$ cat config.mk
export PLATFORM = sky130hd
export DESIGN_NAME = sr_cmd_seq
export DESIGN_NICKNAME = d
export VERILOG_FILES = /design/src/rtl/sr_cmd_seq.sv
export SDC_FILE = /design/constraint.sdc
export NUM_CORES = 1
export LEC_CHECK = 0
export ABC_AREA = 1
export CAP_MARGIN = 20
export CORE_AREA = 2 2 45 58
export DETAILED_ROUTE_END_ITERATION = 6
export DIE_AREA = 0 0 47 60
export PLACE_DENSITY = 0.63
export SETUP_SLACK_MARGIN = 0.5
export SLEW_MARGIN = 20
export SYNTH_ARGS = -nofsm -noshare
export SYNTH_HDL_FRONTEND = slang
export SYNTH_SLANG_ARGS = --single-unit
export TNS_END_PERCENT = 1
$ cat constraint.sdc
create_clock -name clk -period 2.15 [get_ports clk]
set_input_delay 0.43 -clock clk [delete_from_list [all_inputs] [get_ports clk]]
set_output_delay 0.43 -clock clk [all_outputs]
set_load 0.1 [all_outputs]
$ cat src/rtl/sr_cmd_seq.sv
// Turns a valid/ready set/clear command stream into mutually exclusive s/r pulses, checks q_fb, then holds off.
// Optional build macro SR_CMD_SKIP_REDUNDANT_EN: skip DRIVE when q_fb already matches the command.
module sr_cmd_seq #(
    parameter int PULSE_LEN = 2,
    parameter int GAP       = 3
) (
    input  logic clk,
    input  logic rst,
    input  logic cmd_valid,
    input  logic cmd_op,
    output logic cmd_ready,
    output logic s,
    output logic r,
    input  logic q_fb,
    output logic done,
    output logic err,
    input  logic err_clr
);

    typedef enum logic [1:0] {IDLE, DRIVE, CHECK, HOLDOFF} state_t;

    localparam logic [7:0] PULSE_LAST = 8'(PULSE_LEN - 1);
    localparam logic [7:0] GAP_LAST   = 8'(GAP - 1);

    state_t     state, state_nxt;
    logic [7:0] cnt, cnt_nxt;
    logic       exp_q, exp_nxt;
    logic       err_nxt;
    logic       s_nxt, r_nxt;

    always_comb begin
        state_nxt = state;
        cnt_nxt   = cnt;
        exp_nxt   = exp_q;
        err_nxt   = err;
        case (state)
            IDLE: begin
                if (cmd_valid) begin
                    exp_nxt = cmd_op;
                    cnt_nxt = 8'd0;
`ifdef SR_CMD_SKIP_REDUNDANT_EN
                    state_nxt = (q_fb == cmd_op) ? CHECK : DRIVE;
`else
                    state_nxt = DRIVE;
`endif
                end
            end
            DRIVE: begin
                if (cnt == PULSE_LAST) begin
                    state_nxt = CHECK;
                    cnt_nxt   = 8'd0;
                end else begin
                    cnt_nxt = cnt + 8'd1;
                end
            end
            CHECK: begin
                cnt_nxt   = 8'd0;
                state_nxt = (GAP > 0) ? HOLDOFF : IDLE;
            end
            HOLDOFF: begin
                if (cnt == GAP_LAST) begin
                    state_nxt = IDLE;
                    cnt_nxt   = 8'd0;
                end else begin
                    cnt_nxt = cnt + 8'd1;
                end
            end
            default: state_nxt = IDLE;
        endcase

        // A mismatch in the same cycle as err_clr keeps err set.
        if (state == CHECK && q_fb != exp_q)
            err_nxt = 1'b1;
        else if (err_clr)
            err_nxt = 1'b0;

        // s/r are registered from the next state so both can never be high together.
        s_nxt = (state_nxt == DRIVE) &&  exp_nxt;
        r_nxt = (state_nxt == DRIVE) && !exp_nxt;
    end

    always_ff @(posedge clk) begin
        if (rst) begin
            state <= IDLE;
            cnt   <= 8'd0;
            exp_q <= 1'b0;
            err   <= 1'b0;
            s     <= 1'b0;
            r     <= 1'b0;
        end else begin
            state <= state_nxt;
            cnt   <= cnt_nxt;
            exp_q <= exp_nxt;
            err   <= err_nxt;
            s     <= s_nxt;
            r     <= r_nxt;
        end
    end

    assign cmd_ready = (state == IDLE)  && !rst;
    assign done      = (state == CHECK) && !rst;

endmodule
==> reports/results.txt, run 1 <==
Number of buffers added on ports - 10
Clock skew - 1.22 ps
RR Endpoint - cnt[4]$_SDFFE_PP0P_
RR Startpoint - cnt[1]$_SDFFE_PP0P_
Crit. End Element - output port
Worst vdd ir - 393 uV
Clock Tree Root - clkbuf_4
Inserted Diodes - 0
Initial Util - 38.2%
Static Leak - 0.530 nW
Layout cell share with drive strength beyond 1 - 25.7%
Via Count - 863
PwrDens - 802 nW/um2
Switching part of the total power - 42.8%
Post-Syn Instances - 131
CTS Hold Buffers Added - 0
Post-layout instance area - 1110 um2
Fmax - 621 MHz
Post-Syn Area - 878 um2
RSZ-0062 raised after global routing - true
Final ANT Viol Nets - 0
Post-detail-place hpwl - 1410 um
Reg-to-reg slack, setup - 800 ps
HP Class - flip-flop to flip-flop
Core ar. - 2300 um2
Clk_lat worst skew - 300 ps
GP Congestion - 0.853
Post-synth top flop - dfxtp_1
Die H - 60 um
Worst Path Required - 1720 ps
Total power - 0.000888 W
Number of enable flip-flop cells after synthesis - 0
DRT iter0 DRCs - 47
Die W - 47 um
GRT Total Usage - 16.0%
Placed Area - 1040 um2
Via-per-instance ratio - 4.77
Post-synthesis sequential area ratio - 31.9%
DRC violations left - 0
Comb power frac - 42.2%
Synth warn - 0
Crit Path Max Fanout - 4
Max-slew headroom - 78.3%
Arrival @ worst endpoint - 1180 ps
Routed len/inst - 10.7 um
Gr ovfl total - 0
Worst reg2reg path depth - 8
Clock Path Buffers - 2
Total CTS buffers - 3
Area growth, synth to finish - 26.1%
Asr flop ratio synth - 0%
Reg power frac - 35.5%
Vias in the first global route - 768
Final Hold Fails - 0
CTS tree - built
Post-Syn Nets - 140
Critical Path Start - state[1]$_SDFF_PP0_
Psw - 0.000380 W
Clock slew at reported path FFs - 80 ps
Final WL - 1930 um
Initial antenna violation count - 0
CTS H-tree lvls - 1
Flops & latches, synth - 14
Crit Path Category - flip-flop to output port
CTS sink cnt - 14
Setup WS post-layout - 539 ps
Maxcap violations - 0
Die Area - 2820 um2
Setup TNS - 0 ps
Mapped Avg Cell Area - 6.70 um2
Maximum number of pins on one net before global-route repair - 10
Nets - 158
# IOs - 11
First-pass GRT wire length - 3120 um
Number of distinct library cells after synthesis - 22
Min Tclk post-route - 1610 ps
Worst Setup EP - done
Period Utilization, post-route - 74.9%
Clock share of power - 22.2%
P_int - 0.000508 W
Row Count - 20
Dpl ws - 346 ps
Tightest Pin Transition - 326 ps
Final slew viol count - 0
Status - complete, no violations
DRT Pass-1 Iters - 4
Setup Viol. Count Final - 0
Startpoint types - flip-flop
[cell families (layout without fill, tap and decap cells)]
kind of cell             Yosys count  count (layout)  share of synthesized area (%)
adder cells (fa/ha/maj)            3               3                           4.27
AND/OR/NAND/NOR                   64              64                           35.9
AO/OA/AOI/OAI                     19              19                           14.1
buffers and inverters             30              47                           12.8
XOR/XNOR                           1               1                          0.997
flip-flops                        14              14                           31.9
[power by group through the flow]
stage               clock [W]  combinational [W]  sequential, W
floorplan                   0           0.000200       0.000384
global placement            0           0.000351       0.000323
detailed placement          0           0.000352       0.000322
CTS                  0.000198           0.000356       0.000318
global route         0.000220           0.000400       0.000318
finish               0.000197           0.000375       0.000315
[per-layer routing]
metal	vias up	part of all wire (%)	global-route usage (%)
met1	378	45	17.3
met2	26	47	26.0
met3	10	4.9	3.63
met4	0	3.7	11.9
met5	-	0	0
li1	449	-	-
[registers in the layout, summed over array words and instances (netlist names)]
| register | cells |
|---|---|
| err | 1 |
| state | 2 |
| exp_q | 1 |
| s | 1 |
| r | 1 |
| cnt | 8 |
[metrics by stage]
step           hold slack [ps]  instances  utilization, %
2_1_floorplan              456        131               -
3_3_place_gp               453        174            45.2
3_5_place_dp               456        174            45.2
4_1_cts                    469        178            47.1
5_1_grt                    493        181            48.1
6_report                   462        181            48.1
[synthesized netlist by cell type (3+ instances only)]
| cell type | number | share of area, % |
|---|---|---|
| ha_1 | 3 | 4.3 |
| o21ai_1 | 4 | 2.3 |
| nor2_1 | 9 | 3.8 |
| nor2_4 | 3 | 3.8 |
| dfxtp_1 | 14 | 32 |
| nand2_2 | 3 | 2.1 |
| o211ai_1 | 5 | 4.3 |
| nand3_1 | 12 | 6.8 |
| nand2_1 | 30 | 13 |
| inv_1 | 22 | 9.4 |
| nor2_2 | 3 | 2.1 |
| a21oi_1 | 4 | 2.3 |
| inv_2 | 7 | 3.0 |
[worst min path at each step]
stage                        startpoint                  end  slack (ps)  cells after the start
detailed placement     err$_SDFFE_PP0P_     err$_SDFFE_PP0P_         460                      2
finish                 err$_SDFFE_PP0P_     err$_SDFFE_PP0P_         460                      2
floorplan           cnt[5]$_SDFFE_PP0P_  cnt[5]$_SDFFE_PP0P_         460                      2
global placement       err$_SDFFE_PP0P_     err$_SDFFE_PP0P_         450                      2
global route           err$_SDFFE_PP0P_     err$_SDFFE_PP0P_         490                      2
CTS                    err$_SDFFE_PP0P_     err$_SDFFE_PP0P_         470                      2
[cell usage in the layout, fill, tap and decap left out, types with 2 or more instances in the layout]
master / instances
clkdlybuf4s50_1: 4
nor2_2: 4
o211ai_1: 5
dfxtp_1: 13
buf_12: 2
clkbuf_4: 3
inv_1: 22
nand3_2: 2
a21oi_2: 2
nor2_4: 4
buf_4: 7
nand2_2: 3
o21ai_0: 2
nand3_1: 12
nor2_1: 7
nand2_1: 30
o21ai_1: 4
a21oi_1: 4
inv_2: 7
ha_1: 3
[worst max-delay path, cell delays in order, from the launching register on]
cell and delay [ps]:
dfxtp_4 370, inv_2 60, nor2_2 90, inv_2 80, nor2_4 100, buf_12 180
[final cells by class]
class / count / area (um2)
Fill cell: 240 / 1190
Multi-Input combinational cell: 87 / 495
Sequential cell: 14 / 284
Timing Repair Buffer: 14 / 141
Inverter: 29 / 109
Tap cell: 33 / 41.3
Clock buffer: 4 / 36.3
[timing repair]
action	4_1_cts	5_1_grt
endpoints found under the setup margin	2	2
pin swaps	0	0
resized for setup	4	0
hold endpoints to repair	0	0
buffers inserted	0	3
Note: power is estimated with default switching activity, not from simulation.
==> run 2: changes to the inputs <==
--- a/config.mk
+++ b/config.mk
@@ -10,7 +10,7 @@
 export CORE_AREA = 2 2 45 58
 export DETAILED_ROUTE_END_ITERATION = 6
 export DIE_AREA = 0 0 47 60
-export PLACE_DENSITY = 0.63
+export PLACE_DENSITY = 0.65
 export SETUP_SLACK_MARGIN = 0.5
 export SLEW_MARGIN = 20
 export SYNTH_ARGS = -nofsm -noshare
==> constraint.sdc (replaced) <==
create_clock -name clk -period 1.4 [get_ports clk]
set_input_delay 0.28 -clock clk [delete_from_list [all_inputs] [get_ports clk]]
set_output_delay 0.28 -clock clk [all_outputs]
set_load 0.1 [all_outputs]
==> run 2 against run 1 <==
- sequential power is 65% higher
- worst hold slack better by 18 ps
- highest routed layer unchanged
- largest cell class unchanged
- critical endpoint unchanged
- critical path type unchanged
- count of clock-buffer cells in the layout stayed put
- largest power group unchanged
==> reports/results.txt, run 2 (same netlist as run 1, synthesis figures left out) <==
Reg power frac - 34.1%
CTS sink cnt - 14
Vias in the first global route - 790
DRC violations left - 0
Number of buffers added on ports - 10
Clock skew - 12.0 ps
Layout cell share with drive strength beyond 1 - 52.7%
Area growth, synth to finish - 52.7%
Final slew viol count - 0
Final ANT Viol Nets - 0
Startpoint types - flip-flop
Status - complete, no violations
Clock slew at reported path FFs - 90 ps
Total power - 0.00153 W
Placed Area - 1100 um2
Routed len/inst - 12.1 um
First-pass GRT wire length - 3190 um
P_int - 0.000846 W
WHS - 480 ps
CTS H-tree lvls - 1
Max-slew headroom - 78.8%
DRT Pass-1 Iters - 4
Row Count - 20
Gr ovfl total - 0
Maxcap violations - 0
Final Hold Fails - 0
Dpl ws - -51.1 ps
Die H - 60 um
Total CTS buffers - 3
HP Class - flip-flop to flip-flop
Clock Tree Root - clkbuf_4
Arrival @ worst endpoint - 1120 ps
Min Tclk post-route - 1400 ps
Final WL - 2210 um
Worst Path Required - 1120 ps
Crit Path Max Fanout - 3
Maximum number of pins on one net before global-route repair - 10
Crit. End Element - output port
Via Count - 900
Die Area - 2820 um2
Commonest non-fill, non-tap cell in the layout - nand2_1
Setup Viol. Count Final - 0
Clk_lat worst skew - 290 ps
Delay-heaviest family, CP - flip-flops
Post-layout instance area - 1340 um2
Inserted Diodes - 0
Post-detail-place hpwl - 1470 um
CP max-delay cell - dfxtp_4
Psw - 0.000682 W
Die W - 47 um
Initial Util - 38.2%
Crit Path Category - flip-flop to output port
Via-per-instance ratio - 4.92
Comb power frac - 49.4%
Core ar. - 2300 um2
Biggest register - cnt
Tightest Pin Transition - 317 ps
Initial antenna violation count - 0
Max reg flops - 8
Core Util, Final - 58.3%
Setup WS post-layout - 1.98 ps
Clock Path Buffers - 2
Worst vdd ir - 560 uV
Static Leak - 0.579 nW
Worst-path cell chain - inv_6 -> nor2_4 -> inv_2 -> nor2_4 -> buf_12
GP Congestion - 0.852
Nets - 160
CTS tree - built
Clock share of power - 16.6%
# IOs - 11
CTS Hold Buffers Added - 0
Fmax - 715 MHz
Worst Path Buf+Inv - 3
Commonest non-fill, non-tap cells in the layout - nand2_1 (24), inv_1 (14), inv_2 (12)
DRT iter0 DRCs - 15
Switching part of the total power - 44.6%
RSZ-0062 raised after global routing - true
Top cell by count, worst path - nor2_4
Biggest regs - cnt x8, state x2
GRT Total Usage - 16.2%
PwrDens - 1140 nW/um2
Period Utilization, post-route - 99.9%
Worst path max stage delay - 380 ps
==> run 2: cell types whose count changed in the layout (fill, tap and decap cells not counted), sizes merged <==
cell / before / now
buf: 9 / 11
==> run 2: worst min-delay path, delay by kind of cell (launching register included) <==
family	cells	cell delay [ps]
AO/OA/AOI/OAI	1	50
flip-flops	1	330
AND/OR/NAND/NOR	1	60
==> run 2: area by class of cell <==
class                      count  area, um2
fill                         205        961
multi-input combinational     87        651
sequential                    14        307
timing repair buffer          16        198
inverter                      29        119
tap                           33       41.3
clock buffer                   4       26.3
==> run 2: worst paths after layout <==
kind | slack [ps] | startpoint | end | cells after the start
worst min-delay path | 480 | cnt[5]$_SDFFE_PP0P_ | cnt[5]$_SDFFE_PP0P_ | 2
worst min register to register | 480 | cnt[5]$_SDFFE_PP0P_ | cnt[5]$_SDFFE_PP0P_ | 2
worst max-delay path | 2 | state[1]$_SDFF_PP0_ | done | 5
worst max register to register | 170 | cnt[1]$_SDFFE_PP0P_ | s$_SDFF_PP0_ | 7
==> run 2: what timing repair did <==
| action | in CTS | in global routing |
|---|---|---|
| buffers inserted | 4 | 0 |
| gates resized for setup | 4 | 56 |
| endpoints found under the setup margin | 19 | 19 |
| cloned | 0 | 0 |
| pin swaps | 2 | 23 |
==> run 2: metal layers <==
| layer | routed length [um] | global-route usage, % | vias up |
|---|---|---|---|
| met5 | 0 | 0 | - |
| met4 | 43 | 11.1 | 0 |
| met3 | 68 | 1.81 | 4 |
| met2 | 1210 | 27.0 | 17 |
| met1 | 887 | 18.4 | 426 |
| li1 | - | - | 453 |
==> run 2: power by group through the flow <==
stage / sequential (W) / clock, W / combinational (W)
2_1_floorplan: 0.000596 / 0 / 0.000320
4_1_cts: 0.000497 / 0.000262 / 0.000643
5_1_grt: 0.000525 / 0.000275 / 0.000800
3_5_place_dp: 0.000509 / 0 / 0.000594
6_report: 0.000521 / 0.000253 / 0.000754
3_3_place_gp: 0.000508 / 0 / 0.000588
==> run 2: through the flow <==
stage          setup TNS (ps)  instances
2_1_floorplan               0        131
3_3_place_gp             -313        175
3_5_place_dp             -316        175
4_1_cts                     0        183
5_1_grt                 -66.4        183
6_report                    0        183
==> run 3: changes to the inputs <==
--- a/config.mk
+++ b/config.mk
@@ -10,7 +10,7 @@
 export CORE_AREA = 2 2 45 58
 export DETAILED_ROUTE_END_ITERATION = 6
 export DIE_AREA = 0 0 47 60
-export PLACE_DENSITY = 0.65
+export PLACE_DENSITY = 0.63
 export SETUP_SLACK_MARGIN = 0.5
 export SLEW_MARGIN = 20
 export SYNTH_ARGS = -nofsm -noshare
==> constraint.sdc (replaced) <==
create_clock -name clk -period 1.32 [get_ports clk]
set_input_delay 0.264 -clock clk [delete_from_list [all_inputs] [get_ports clk]]
set_output_delay 0.264 -clock clk [all_outputs]
set_load 0.1 [all_outputs]
==> run 3 against run 2 <==
- global-route usage up 1.5 points
- count of clock-buffer cells in the layout unchanged
- worst hold slack better by 5.5 ps
- wire length down 0.54%
- total power up 5.0%
- utilization down 0.82 points
- non-clock buffer count up 2
- sequential power up 5.2%
- the flow now finishes with violations (setup timing)
- highest routed layer unchanged
- critical endpoint unchanged
==> reports/results.txt, run 3 (same netlist as run 1, synthesis figures left out) <==
Status - complete, but fails checks
Failing checks - setup timing
GP Congestion - 0.804
Biggest register - cnt
CTS tree - built
Placed Area - 1120 um2
Clock Tree Root - clkbuf_4
Row Count - 20
Biggest regs - cnt x8, state x2
Vias in the first global route - 878
Arrival @ worst endpoint - 1140 ps
Clock skew - 5.82 ps
Fillers - 218
Setup WS post-layout - -79.2 ps
Worst-path cell chain - inv_4 -> nor2_2 -> inv_2 -> nor2_4 -> buf_12
Worst Path Required - 1060 ps
Maxcap violations - 0
Static Leak - 0.591 nW
Core ar. - 2300 um2
CTS Hold Buffers Added - 0
Routed len/inst - 11.9 um
Clock Path Buffers - 2
Dpl ws - -95.9 ps
GRT Total Usage - 17.7%
Worst path max stage delay - 370 ps
RSZ-0062 raised after global routing - true
Via-per-instance ratio - 4.93
Setup Viol. Count Final - 2
Post-layout instance area - 1320 um2
Final Hold Fails - 0
Final WL - 2200 um
CP max-delay cell - dfxtp_4
Worst vdd ir - 770 uV
Number of buffers added on ports - 10
PwrDens - 1210 nW/um2
Commonest non-fill, non-tap cells in the layout - nand2_1 (30), inv_1 (17), inv_2 (8)
CTS sink cnt - 14
Crit. End Element - output port
Final slew viol count - 0
# IOs - 11
Crit Path Category - flip-flop to output port
DRT Pass-1 Iters - 4
Total power - 0.00160 W
Reg area - 302 um2
Total CTS buffers - 3
Core Util, Final - 57.4%
Initial Util - 38.2%
Nets - 162
First-pass GRT wire length - 3460 um
Commonest non-fill, non-tap cell in the layout - nand2_1
Area growth, synth to finish - 50.6%
Initial antenna violation count - 0
Tightest Pin Transition - 282 ps
DRT iter0 DRCs - 38
Clk_lat worst skew - 300 ps
DRC violations left - 0
Crit Path Max Fanout - 4
Setup TNS - -118 ps
Period Utilization, post-route - 106%
Die W - 47 um
Clock slew at reported path FFs - 80 ps
Final ANT Viol Nets - 0
Fmax - 715 MHz
Max reg flops - 8
Die H - 60 um
CTS H-tree lvls - 1
Post-detail-place hpwl - 1520 um
Inserted Diodes - 0
Die Area - 2820 um2
Layout cell share with drive strength beyond 1 - 44.7%
Maximum number of pins on one net before global-route repair - 10
Via Count - 912
Gr ovfl total - 0
Max-slew headroom - 81.2%
Startpoint types - flip-flop
HP Class - flip-flop to flip-flop
Min Tclk post-route - 1400 ps
Area of the multi-input gates - 616 um2
-- run 3: final timing paths --
kind	startpoint	slack [ps]	endpoint	depth (start not counted)
worst min-delay path	cnt[5]$_SDFFE_PP0P_	490	cnt[5]$_SDFFE_PP0P_	2
worst max register to register	state[0]$_SDFF_PP0_	90	state[1]$_SDFF_PP0_	5
worst min register to register	cnt[5]$_SDFFE_PP0P_	490	cnt[5]$_SDFFE_PP0P_	2
worst max-delay path	state[1]$_SDFF_PP0_	-80	done	5
-- run 3: report_power, final --
part / total (W) / internal [W] / switching, W
Clock: 0.000270 / 0.000118 / 0.000152
Combinational: 0.000786 / 0.000298 / 0.000488
Sequential: 0.000548 / 0.000480 / 0.0000675
Total: 0.00160 / 0.000897 / 0.000708
-- run 3: worst max-delay path, delay by kind of cell, from the launching register on --
| family | cells | cell delay [ps] |
|---|---|---|
| buffers and inverters | 3 | 290 |
| and+or+nand+nor | 2 | 170 |
| DFF | 1 | 370 |
-- run 3: cell type report --
cell class	count	share of cell area (%)
Clock buffer	4	1.99
Inverter	29	9.18
Multi-Input combinational cell	87	46.5
Sequential cell	14	22.8
Tap cell	33	3.12
Timing Repair Buffer	18	16.4
-- run 3: stage by stage --
| step | std cells | hold slack [ps] |
|---|---|---|
| floorplan | 131 | 427 |
| global placement | 178 | 474 |
| detailed placement | 178 | 476 |
| CTS | 185 | 483 |
| global route | 185 | 494 |
| finish | 185 | 485 |
-- run 3: what timing repair did --
item,CTS,global route
resized for setup,44,2
cloned,0,0
setup endpoints to repair,19,19
setup buffers,3,0
pin swaps,32,20
-- run 3: layer usage --
| layer | share of wire (%) | GRT usage [%] |
|---|---|---|
| met4 | 4.8 | 11.9 |
| met3 | 4.7 | 1.81 |
| met5 | 0 | 0 |
| met1 | 38 | 16.5 |
| met2 | 52 | 33.7 |
